**config.mk**
```make
export PLATFORM = sky130hd
export DESIGN_NAME = plugin_dispatcher
export DESIGN_NICKNAME = d
export VERILOG_FILES = /design/src/rtl/plugin_dispatcher.sv
export SDC_FILE = /design/constraint.sdc
export NUM_CORES = 1
export LEC_CHECK = 0
export CORE_UTILIZATION = 25
export CTS_BUF_LIST = sky130_fd_sc_hd__clkbuf_4
export CTS_CLUSTER_DIAMETER = 200
export DETAILED_ROUTE_END_ITERATION = 7
export DONT_BUFFER_PORTS = 1
export MAX_ROUTING_LAYER = met4
export SKIP_CTS_REPAIR_TIMING = 1
export SLEW_MARGIN = 30
export SYNTH_ARGS = -nofsm -noshare
export SYNTH_HDL_FRONTEND = slang
export SYNTH_SLANG_ARGS = --single-unit
export TNS_END_PERCENT = 20
```
**constraint.sdc**
```tcl
create_clock -name clk -period 1.6 [get_ports clk]
set_input_delay 0.48 -clock clk [delete_from_list [all_inputs] [get_ports clk]]
set_output_delay 0.48 -clock clk [all_outputs]
set_load 0.03 [all_outputs]
```
**src/rtl/plugin_dispatcher.sv**
```systemverilog
// plugin_dispatcher: start/busy/done initiator for a coprocessor plugin; define PLUGIN_DISPATCHER_TIMEOUT_EN to build the watchdog/ABORT path
module plugin_dispatcher #(
    parameter int TIMEOUT_CYCLES = 64
) (
    input  logic        clk,
    input  logic        reset,
    input  logic        req_valid,
    output logic        req_ready,
    input  logic [31:0] req_rs1,
    input  logic [31:0] req_rs2,
    input  logic [4:0]  req_rd,
    output logic        hold,
    output logic        plugin_start,
    output logic [31:0] plugin_operand_a,
    output logic [31:0] plugin_operand_b,
    input  logic        plugin_busy,
    input  logic        plugin_done,
    input  logic [31:0] plugin_result,
    output logic        wb_valid,
    output logic [4:0]  wb_rd,
    output logic [31:0] wb_data,
    output logic        error
);
    typedef enum logic [2:0] {
        IDLE,
        ISSUE,
        WAIT,
        WRITEBACK
`ifdef PLUGIN_DISPATCHER_TIMEOUT_EN
        , ABORT
`endif
    } state_t;
    state_t state, state_nx;
    logic timeout;
`ifdef PLUGIN_DISPATCHER_TIMEOUT_EN
    logic [15:0] wd_cnt;
    always_ff @(posedge clk) begin
        if (reset || state == ISSUE)
            wd_cnt <= '0;
        else if (state == WAIT && !plugin_done && wd_cnt != 16'hFFFF)
            wd_cnt <= wd_cnt + 16'd1;
    end
    assign timeout = state == WAIT && wd_cnt == 16'(TIMEOUT_CYCLES - 1);
    assign error = state == ABORT;
`else
    logic unused_timeout_cycles;
    assign unused_timeout_cycles = TIMEOUT_CYCLES[0];
    assign timeout = 1'b0;
    assign error = 1'b0;
`endif
    always_ff @(posedge clk) begin
        if (reset) begin
            state            <= IDLE;
            plugin_operand_a <= '0;
            plugin_operand_b <= '0;
            wb_rd            <= '0;
            wb_data          <= '0;
        end else begin
            state <= state_nx;
            if (state == IDLE && req_valid) begin
                plugin_operand_a <= req_rs1;
                plugin_operand_b <= req_rs2;
                wb_rd            <= req_rd;
            end
            if (state == WAIT && plugin_done)
                wb_data <= plugin_result;
        end
    end
    always_comb begin
        state_nx = IDLE;
        case (state)
            IDLE:    state_nx = req_valid ? ISSUE : IDLE;
            ISSUE:   state_nx = plugin_busy ? ISSUE : WAIT;
`ifdef PLUGIN_DISPATCHER_TIMEOUT_EN
            WAIT:    state_nx = plugin_done ? WRITEBACK : timeout ? ABORT : WAIT;
`else
            WAIT:    state_nx = plugin_done ? WRITEBACK : timeout ? IDLE : WAIT;
`endif
            default: state_nx = IDLE;
        endcase
    end
    assign req_ready    = state == IDLE && !reset;
    assign hold         = (state == IDLE && req_valid) || state == ISSUE || state == WAIT;
    assign plugin_start = state == ISSUE && !plugin_busy;
    assign wb_valid     = state == WRITEBACK;
endmodule

```
==> results.json, run 1 <==
{
  "achievable-frequency_mhz": 580,
  "port-buffer-count": 0,
  "p_per_area_mw_per_mm2": 994,
  "run_status": "finished with violations",
  "crit_arrival_ns": 1.25,
  "synthTopCellsByArea": "sky130_fd_sc_hd__dfxtp_1, sky130_fd_sc_hd__nand2b_1, sky130_fd_sc_hd__mux2i_1",
  "max-clock-path-buffers": 2,
  "fin_skew_ns": 0.0124,
  "yosys_register_bits": 103,
  "mappedNetlistArea_mm2": 0.00465,
  "postSynthNetCount": 561,
  "flow.area_growth_from_synthesis_pct": 8.59,
  "cell_type_with_the_highest_aggregate_area_in_the_netlist": "sky130_fd_sc_hd__dfxtp_1",
  "holdCritPathClass": "input port to flop",
  "globalRoute.totalOverflow": 0,
  "final-hold-violation-count": 0,
  "fp.dieW_um": 138,
  "gp_congestion": 0.729,
  "mostFrequentLayoutCell": "sky130_fd_sc_hd__nand2b_1",
  "preCtsSetupSlack_ns": 0.205,
  "vdd_ir_drop_max_mv": 0.311,
  "vias_per_cell": 4.31,
  "clk_transition_reported_paths_ns": 0.16,
  "design.portCount": 212,
  "critical_path.max_fanout": 8,
  "grt_max_degree": 206,
  "area_of_the_die_mm2": 0.0191,
  "final.setup.tns_ns": -0.394,
  "violations": "DRC, setup timing",
  "via_count": 2906,
  "syn-mean-instance-area_um2": 10.2,
  "setup_viol": 4,
  "first_iter_violations": 148,
  "synth.distinct_cells": 20,
  "worst_hold_slack_ns": 0.135,
  "synth_top_cell_area_share_pct": 44.4,
  "slew_viol_final": 0,
  "unrepaired_setup_endpoints_after_global_routing": "true",
  "layout.cells.most_common_list": "sky130_fd_sc_hd__nand2b_1, sky130_fd_sc_hd__mux2i_1, sky130_fd_sc_hd__dfxtp_1",
  "initial_antenna_violation_count": 1,
  "layout_worst_path_cycle_share_pct": 108,
  "clk-insertion-delay-late_ns": 0.47,
  "fin_util_pct": 27.9,
  "p_leak_nw": 1.81,
  "antenna_violating_nets_post_route": 0,
  "start_util_pct": 25.7,
  "yosys_warnings": 0,
  "route.detailed.wl_per_inst_um": 14.6,
  "number_of_instances_in_the_synthesized_netlist": 455,
  "finalWirelength_um": 9820,
  "nets": 545,
  "setup_ws_ns": -0.126,
  "root_buffer": "sky130_fd_sc_hd__clkbuf_4",
  "dpl.hpwl_um": 6820,
  "tritoncts": "built",
  "layout_cell_share_with_drive_strength_beyond_1_pct": 15.3,
  "seq_area_frac_synth_pct": 44.4,
  "critical_path_class": "flop to primary output",
  "grt_first_pass_wirelength_um": 15300,
  "floorplan.core_area_mm2": 0.0181,
  "drc_violation_count_after_routing": 28,
  "grt_pass1_vias": 2951,
  "shortest_clock_period_the_worst_path_allows_after_layout_ns": 1.73,
  "die_y_um": 138,
  "global_route.usage.total_pct": 10.5,
  "cts_num_sinks": 103,
  "core.rowCount": 49,
  "cp_data_required_time_ns": 1.12,
  "drt_pre_antenna_iters": 6,
  "max-cap-violations": 0,
  "timing.critical_path.from_type": "flop",
  "cts-buffers-inserted": 9,
  "power.total_mw": 5.01,
  "worstSetupEndpointType": "primary output",
  "cts-htree-levels": 3,
  "layout.filler_cells": 1883
}
-- final timing paths --
kind                        start              endpoint  slack (ns)  depth (start not counted)
min reg2reg  plugin_operand_b[18]  plugin_operand_b[18]        0.57                          2
min                    req_rs2[7]   plugin_operand_b[7]        0.13                          2
max                      state[1]                  hold       -0.13                          3
max reg2reg              state[0]  plugin_operand_b[23]        0.16                          4
-- cell usage after synthesis, drive strengths merged --
master  instances
nor3            2
clkbuf         21
mux2i         101
and3b           1
dfxtp         103
buf            14
mux2            1
nor2b           1
nor3b           2
a22o            1
nor2            2
and2            1
nand2b        202
o21a            1
conb            1
inv             1
-- routing by layer --
metal  share of wire, %  GRT usage, %
met4                2.4          4.91
met5                  0             -
met2                 50          17.5
met3                8.3          4.50
met1                 39          10.7
-- sequential cells by signal, indices dropped and copies added, names as in the netlist --
| register | count |
|---|---|
| plugin_operand_a | 32 |
| plugin_operand_b | 32 |
| state | 2 |
| wb_data | 32 |
| wb_rd | 5 |
-- cell type report --
type                    count  area [um2]  share of cell area, %
well taps                 229         287                   5.68
clock inverters             7        63.8                   1.26
multi-input cells         316        2400                   47.6
flip-flops and latches    103        2120                   41.9
repair buffers              8         101                   2.01
clock buffers               9        67.6                   1.34
inverters                   1        3.75                 0.0744
diodes                      1        2.50                 0.0496
-- through the flow --
stage                     instances  cell area [um2]
final                           674             5040
after floorplan                 455             4650
after CTS                       672             4950
after global placement          656             4820
after detailed placement        656             4820
after global routing            674             5040
-- critical path, stage by stage, from the launching register on --
cell and delay (ns):
sky130_fd_sc_hd__dfxtp_4 0.41, sky130_fd_sc_hd__and2_4 0.18, sky130_fd_sc_hd__nor2_4 0.07, sky130_fd_sc_hd__buf_6 0.13
-- kinds of logic (layout without fill, tap and decap cells) --
| logic type | Yosys count | in the layout | share of synthesized area (%) |
|---|---|---|---|
| AO/OA/AOI/OAI | 2 | 2 | 0.350 |
| buffers and inverters | 36 | 25 | 4.71 |
| flip-flops | 103 | 103 | 44.4 |
| multiplexers | 102 | 102 | 22.0 |
| other | 1 | 2 | 0.0807 |
| AND/OR/NAND/NOR | 211 | 211 | 28.5 |
-- where the power goes --
group	total [mW]	internal (mW)	switching, mW
Clock	1.33	0.466	0.861
Combinational	0.526	0.301	0.225
Sequential	3.16	2.74	0.425
(Power assumes the default switching activity.)
==> run 2, diff against run 1 <==
- PLACE_DENSITY: default -> 0.43
- TNS_END_PERCENT: 20 -> default
==> run 2 against run 1 <==
Compared with the run above: the run still ends with DRC, setup timing left; sequential cell count unchanged; utilization decreased by 0.076 points; die area unchanged; via count decreased by 0.34%; power decreased by 0.98%; global-route usage increased by 0.53 points; non-clock buffer count increased by 1; combinational power about the same; fmax decreased by 1.1%; register-to-register slack got worse by 0.05 ns; design area decreased by 0.27%.
==> results.json, run 2 (same netlist as run 1, synthesis figures left out) <==
{
  "run_status": "finished with violations",
  "violations": "DRC, setup timing",
  "worst_hold_slack_ns": 0.124,
  "mostFrequentLayoutCell": "sky130_fd_sc_hd__nand2b_1",
  "grt_max_degree": 206,
  "antenna_violating_nets_post_route": 0,
  "fin_util_pct": 27.8,
  "fp.dieW_um": 138,
  "final-hold-violation-count": 0,
  "critical_path.max_fanout": 8,
  "critical-path-slowest-cell": "sky130_fd_sc_hd__dfxtp_4",
  "finalWirelength_um": 10300,
  "tritoncts": "built",
  "p_per_area_mw_per_mm2": 987,
  "shortest_clock_period_the_worst_path_allows_after_layout_ns": 1.75,
  "cp_num_buf_inv": 1,
  "root_buffer": "sky130_fd_sc_hd__clkbuf_4",
  "slew_viol_final": 0,
  "vias_per_cell": 4.28,
  "grt_pass1_vias": 2884,
  "biggest_registers_after_layout": "plugin_operand_a (32), plugin_operand_b (32), wb_data (32)",
  "port-buffer-count": 0,
  "cts-buffers-inserted": 9,
  "placed_instance_count": 656,
  "design.portCount": 212,
  "grt_first_pass_wirelength_um": 15600,
  "layout_cell_share_with_drive_strength_beyond_1_pct": 15.3,
  "globalRoute.totalOverflow": 0,
  "core.rowCount": 49,
  "first_iter_violations": 118,
  "fin_area_mm2": 0.00503,
  "postPlaceCellArea_mm2": 0.00482,
  "drc_violation_count_after_routing": 22,
  "cts_num_sinks": 103,
  "area_of_the_die_mm2": 0.0191,
  "fin_skew_ns": 0.0238,
  "clk_transition_reported_paths_ns": 0.16,
  "max-clock-path-buffers": 2,
  "seq_power_share_pct": 63.6,
  "timing.critical_path.from_type": "flop",
  "flow.area_growth_from_synthesis_pct": 8.30,
  "holdCritPathClass": "input port to flop",
  "power.total_mw": 4.96,
  "cts-htree-levels": 3,
  "nets": 546,
  "critical_path.max_stage_delay_ns": 0.40,
  "global_route.usage.total_pct": 11.1,
  "final.setup.tns_ns": -0.494,
  "clockPowerShare_pct": 25.8,
  "p_leak_nw": 1.81,
  "clk-insertion-delay-late_ns": 0.48,
  "preCtsSetupSlack_ns": 0.178,
  "achievable-frequency_mhz": 573,
  "via_count": 2896,
  "setup_ws_ns": -0.145,
  "p_sw_mw": 1.54,
  "crit_chain": "nor3_2 > buf_6",
  "route.detailed.wl_per_inst_um": 15.3,
  "setup_viol": 4,
  "vdd_ir_drop_max_mv": 0.322,
  "kind_of_cell_adding_the_most_delay_to_the_critical_path": "flip-flops",
  "cp_data_required_time_ns": 1.12,
  "worstSetupEndpointType": "primary output",
  "max-cap-violations": 0,
  "swShare_pct": 30.9,
  "crit_arrival_ns": 1.27,
  "final_cell_count_no_fill": 676,
  "dpl.hpwl_um": 7000,
  "gp_congestion": 0.715,
  "floorplan.core_area_mm2": 0.0181,
  "unrepaired_setup_endpoints_after_global_routing": "true",
  "p_int_mw": 3.43,
  "power.combinational.fraction_pct": 10.6,
  "layout.cells.most_common_list": "sky130_fd_sc_hd__nand2b_1, sky130_fd_sc_hd__mux2i_1, sky130_fd_sc_hd__dfxtp_1",
  "initial_antenna_violation_count": 1,
  "start_util_pct": 25.7,
  "critical_path_class": "flop to primary output",
  "layout_worst_path_cycle_share_pct": 109,
  "drt_pre_antenna_iters": 6,
  "die_y_um": 138
}
## run 2: cell types whose count changed in the layout (fill, tap and decap cells not counted), moves of 2 or more
cell | before | now
sky130_fd_sc_hd__clkbuf_4 | 9 | 13
sky130_fd_sc_hd__dfxtp_1 | 64 | 68
sky130_fd_sc_hd__dfxtp_2 | 37 | 33
sky130_fd_sc_hd__clkinv_1 | 3 | 0
sky130_fd_sc_hd__buf_6 | 1 | 3
sky130_fd_sc_hd__clkinv_4 | 2 | 0
## run 2: layout make-up
class	instances	area, um2
Multi-Input combinational cell	316	2390
Clock inverter	3	18.8
Fill cell	1867	13100
Tap cell	229	287
Sequential cell	103	2110
Inverter	1	3.75
Timing Repair Buffer	9	116
Clock buffer	13	97.6
Antenna cell	2	5.00
## run 2: final timing paths
check | start | to | cells past startpoint | slack, ns
setup / recovery | state[1] | req_ready | 2 | -0.15
hold / removal | plugin_result[19] | wb_data[19] | 2 | 0.12
setup reg to reg | state[1] | plugin_operand_b[19] | 4 | 0.11
hold reg to reg | wb_data[9] | wb_data[9] | 2 | 0.57
## run 2: metal layers
metal	track usage, %	wire length (um)	vias up
li1	-	-	1432
met3	5.47	991	11
met1	11.5	4250	1335
met4	4.79	168	0
met2	17.7	4930	118
met5	-	0	-
## run 2: power by group through the flow
stage / Combinational [mW] / Clock, mW / Sequential [mW]
6_report: 0.528 / 1.28 / 3.16
5_1_grt: 0.581 / 1.48 / 3.18
4_1_cts: 0.526 / 1.38 / 3.15
3_5_place_dp: 0.525 / 0 / 3.21
3_3_place_gp: 0.506 / 0 / 3.21
2_1_floorplan: 0.509 / 0 / 3.16
==> run 3, diff against run 2 <==
- ABC_AREA: default -> 1
- ABC_CLOCK_PERIOD_IN_PS: default -> 1600
- GPL_TIMING_DRIVEN: default -> 0
==> run 3 against run 2 <==
Compared with the run above: the run ends with setup timing left; utilization increased by 0.87 points; power increased by 7.9%; worst hold slack gained 0.024 ns; final cell count up 26%; count of clock-buffer cells in the layout shrank 4; largest power group unchanged.
==> results.json, run 3 <==
{
  "design.portCount": 212,
  "worst_slew_margin_rel_pct": 64.7,
  "dpl.hpwl_um": 9610,
  "seq_area_frac_synth_pct": 47.8,
  "setup_ws_ns": -0.421,
  "p_per_area_mw_per_mm2": 1120,
  "grt_pass1_vias": 3715,
  "critical_path.max_stage_delay_ns": 0.35,
  "route.detailed.wl_per_inst_um": 15.3,
  "slew_viol_final": 0,
  "mappedNetlistArea_mm2": 0.00431,
  "worst_hold_slack_ns": 0.148,
  "synth-edff-count": 0,
  "unrepaired_setup_endpoints_after_global_routing": "true",
  "cts_num_sinks": 103,
  "ff_latch_area_mm2": 0.00208,
  "run_status": "finished with violations",
  "biggest_registers_after_layout": "plugin_operand_a (32), plugin_operand_b (32), wb_data (32)",
  "flow.area_growth_from_synthesis_pct": 11.1,
  "worstMarginPinSlew_ns": 0.530,
  "port-buffer-count": 0,
  "p_leak_nw": 2.17,
  "synth_top_cell_area_share_pct": 47.8,
  "syn-mean-instance-area_um2": 7.03,
  "drt_pre_antenna_iters": 4,
  "gp_congestion": 0.824,
  "fin_skew_ns": 0.0157,
  "cell_type_with_the_highest_aggregate_area_in_the_netlist": "sky130_fd_sc_hd__dfxtp_1",
  "max-cap-violations": 0,
  "seq_power_share_pct": 61.5,
  "reg2reg_to": "plugin_operand_a[15]",
  "critical_path.max_fanout": 5,
  "clockPowerShare_pct": 23.1,
  "globalRoute.totalOverflow": 0,
  "global_route.usage.total_pct": 15.1,
  "tritoncts": "built",
  "achievable-frequency_mhz": 495,
  "synth.distinct_cells": 21,
  "cp_data_required_time_ns": 1.12,
  "floorplan.core_area_mm2": 0.0167,
  "crit_chain": "buf_8 > nand2_4 > clkinvlp_4 > o21ai_4",
  "postSynthNetCount": 719,
  "final.setup.tns_ns": -1.10,
  "final-hold-violation-count": 0,
  "drc_violation_count_after_routing": 0,
  "critical-path-slowest-cell": "sky130_fd_sc_hd__dfxtp_2",
  "yosys_warnings": 0,
  "grt_first_pass_wirelength_um": 20000,
  "layout_cell_share_with_drive_strength_beyond_1_pct": 11.6,
  "initial_antenna_violation_count": 1,
  "start_util_pct": 25.8,
  "worst_hold_path.num_cells": 2,
  "placed_instance_count": 833,
  "timing.critical_path.from_type": "flop",
  "asyncSetResetFlopFracSynth_pct": 0,
  "p_int_mw": 3.36,
  "violations": "setup timing",
  "mostFrequentLayoutCell": "sky130_fd_sc_hd__nor2_1",
  "setup_viol": 4,
  "setup_slack_of_the_most_critical_reg_to_reg_path_ns": 0.17,
  "ys_dominant_reg_cell": "sky130_fd_sc_hd__dfxtp_1",
  "area_of_the_die_mm2": 0.0178,
  "first_iter_violations": 143,
  "final_cell_count_no_fill": 853,
  "fp.dieW_um": 133,
  "vias_per_cell": 4.54,
  "grt_max_degree": 17,
  "finalWirelength_um": 13100,
  "clk_transition_reported_paths_ns": 0.16,
  "worstSetupEndpointType": "primary output",
  "preCtsSetupSlack_ns": -0.224,
  "via_count": 3875,
  "multi_input_comb_area_mm2": 0.00175,
  "layout_worst_path_cycle_share_pct": 126,
  "power.combinational.fraction_pct": 15.4,
  "layout.filler_cells": 1861,
  "min_from": "plugin_result[21]",
  "shortest_clock_period_the_worst_path_allows_after_layout_ns": 2.02,
  "core.rowCount": 47,
  "startpoint_of_the_worst_register_to_register_path": "state[1]",
  "synthTopCellsByArea": "sky130_fd_sc_hd__dfxtp_1, sky130_fd_sc_hd__nor2_1, sky130_fd_sc_hd__nand2_1",
  "number_of_instances_in_the_synthesized_netlist": 613,
  "ff2ff_path_depth": 8,
  "crit_arrival_ns": 1.54,
  "critical_path_class": "flop to primary output",
  "root_buffer": "sky130_fd_sc_hd__clkbuf_4",
  "nets": 733,
  "max-clock-path-buffers": 2,
  "p_sw_mw": 2.00,
  "layout.cells.most_common_list": "sky130_fd_sc_hd__nor2_1, sky130_fd_sc_hd__nand2_1, sky130_fd_sc_hd__dfxtp_1",
  "cts-buffers-inserted": 9,
  "min_delay_worst_endpoint": "wb_data[21]",
  "antenna_violating_nets_post_route": 0,
  "yosys_register_bits": 103,
  "die_y_um": 133,
  "vdd_ir_drop_max_mv": 0.454,
  "cts-htree-levels": 3,
  "holdCritPathClass": "input port to flop",
  "post-synth-top-count-cell": "sky130_fd_sc_hd__nor2_1",
  "clk-insertion-delay-late_ns": 0.48,
  "synth_commonest_cells": "sky130_fd_sc_hd__nor2_1, sky130_fd_sc_hd__nand2_1, sky130_fd_sc_hd__dfxtp_1",
  "swShare_pct": 37.3
}
-- run 3: cell types whose count changed after synthesis, moves of 71 or more --
cell                       change
sky130_fd_sc_hd__nand3_1      +71
sky130_fd_sc_hd__mux2i_1     -101
sky130_fd_sc_hd__nand2b_1    -202
sky130_fd_sc_hd__inv_1        +72
sky130_fd_sc_hd__nor2_1      +127
sky130_fd_sc_hd__nand2_1     +105
-- run 3: power groups by stage --
| stage | Combinational (mW) | Clock (mW) | Sequential (mW) |
|---|---|---|---|
| global placement | 0.792 | 0 | 3.35 |
| global route | 0.945 | 1.40 | 3.32 |
| CTS | 0.816 | 1.31 | 3.29 |
| finish | 0.824 | 1.23 | 3.30 |
| detailed placement | 0.813 | 0 | 3.35 |
| floorplan | 0.630 | 0 | 3.29 |
-- run 3: area by class of cell --
type,instances,area share [%]
Buffer,48,5.59
Sequential cell,103,43.4
Tap cell,220,5.75
Clock buffer,9,1.41
Timing Repair Buffer,3,0.470
Multi-Input combinational cell,386,36.4
Antenna cell,1,0.0522
Clock inverter,7,0.836
Inverter,76,6.09
-- run 3: critical path, delay by kind of cell (launching register included) --
| kind | cells | cell delay (ns) |
|---|---|---|
| AO/OA/AOI/OAI | 1 | 0.32 |
| AND/OR/NAND/NOR | 1 | 0.06 |
| buffers and inverters | 2 | 0.35 |
| flip-flops | 1 | 0.35 |
-- run 3: through the flow --
stage	cell area [um2]	utilization [%]	power [mW]
after floorplan	4320	-	3.92
after global placement	4600	27.5	4.14
after detailed placement	4600	27.5	4.16
after CTS	4710	28.2	5.42
after global routing	4790	28.7	5.67
final	4790	28.7	5.35
-- run 3: routing by layer --
metal	track usage, %	part of all wire [%]	vias up	routed length, um
li1	-	-	1935	-
met1	17.9	43	1751	5630
met2	22.9	45	168	5830
met3	5.21	9.9	21	1300
met4	7.01	2.5	0	323
met5	-	0	-	0
-- run 3: worst max path at each step --
stage	from	end	slack [ns]	cells past startpoint
finish	state[1]	hold	-0.42	4
global route	state[1]	hold	-0.51	4
CTS	state[0]	req_ready	-0.79	4
detailed placement	state[0]	req_ready	-0.22	4
global placement	state[0]	req_ready	-0.20	4
floorplan	state[0]	req_ready	0.03	4
-- run 3: kinds of logic (layout without fill, tap and decap cells) --
group                  after synthesis  count (layout)  share of synthesized area [%]
AO/OA/AOI/OAI                       34              34                           3.95
buffers and inverters              124             143                           12.4
flip-flops                         103             103                           47.8
other                                1               2                         0.0870
AND/OR/NAND/NOR                    351             351                           35.7
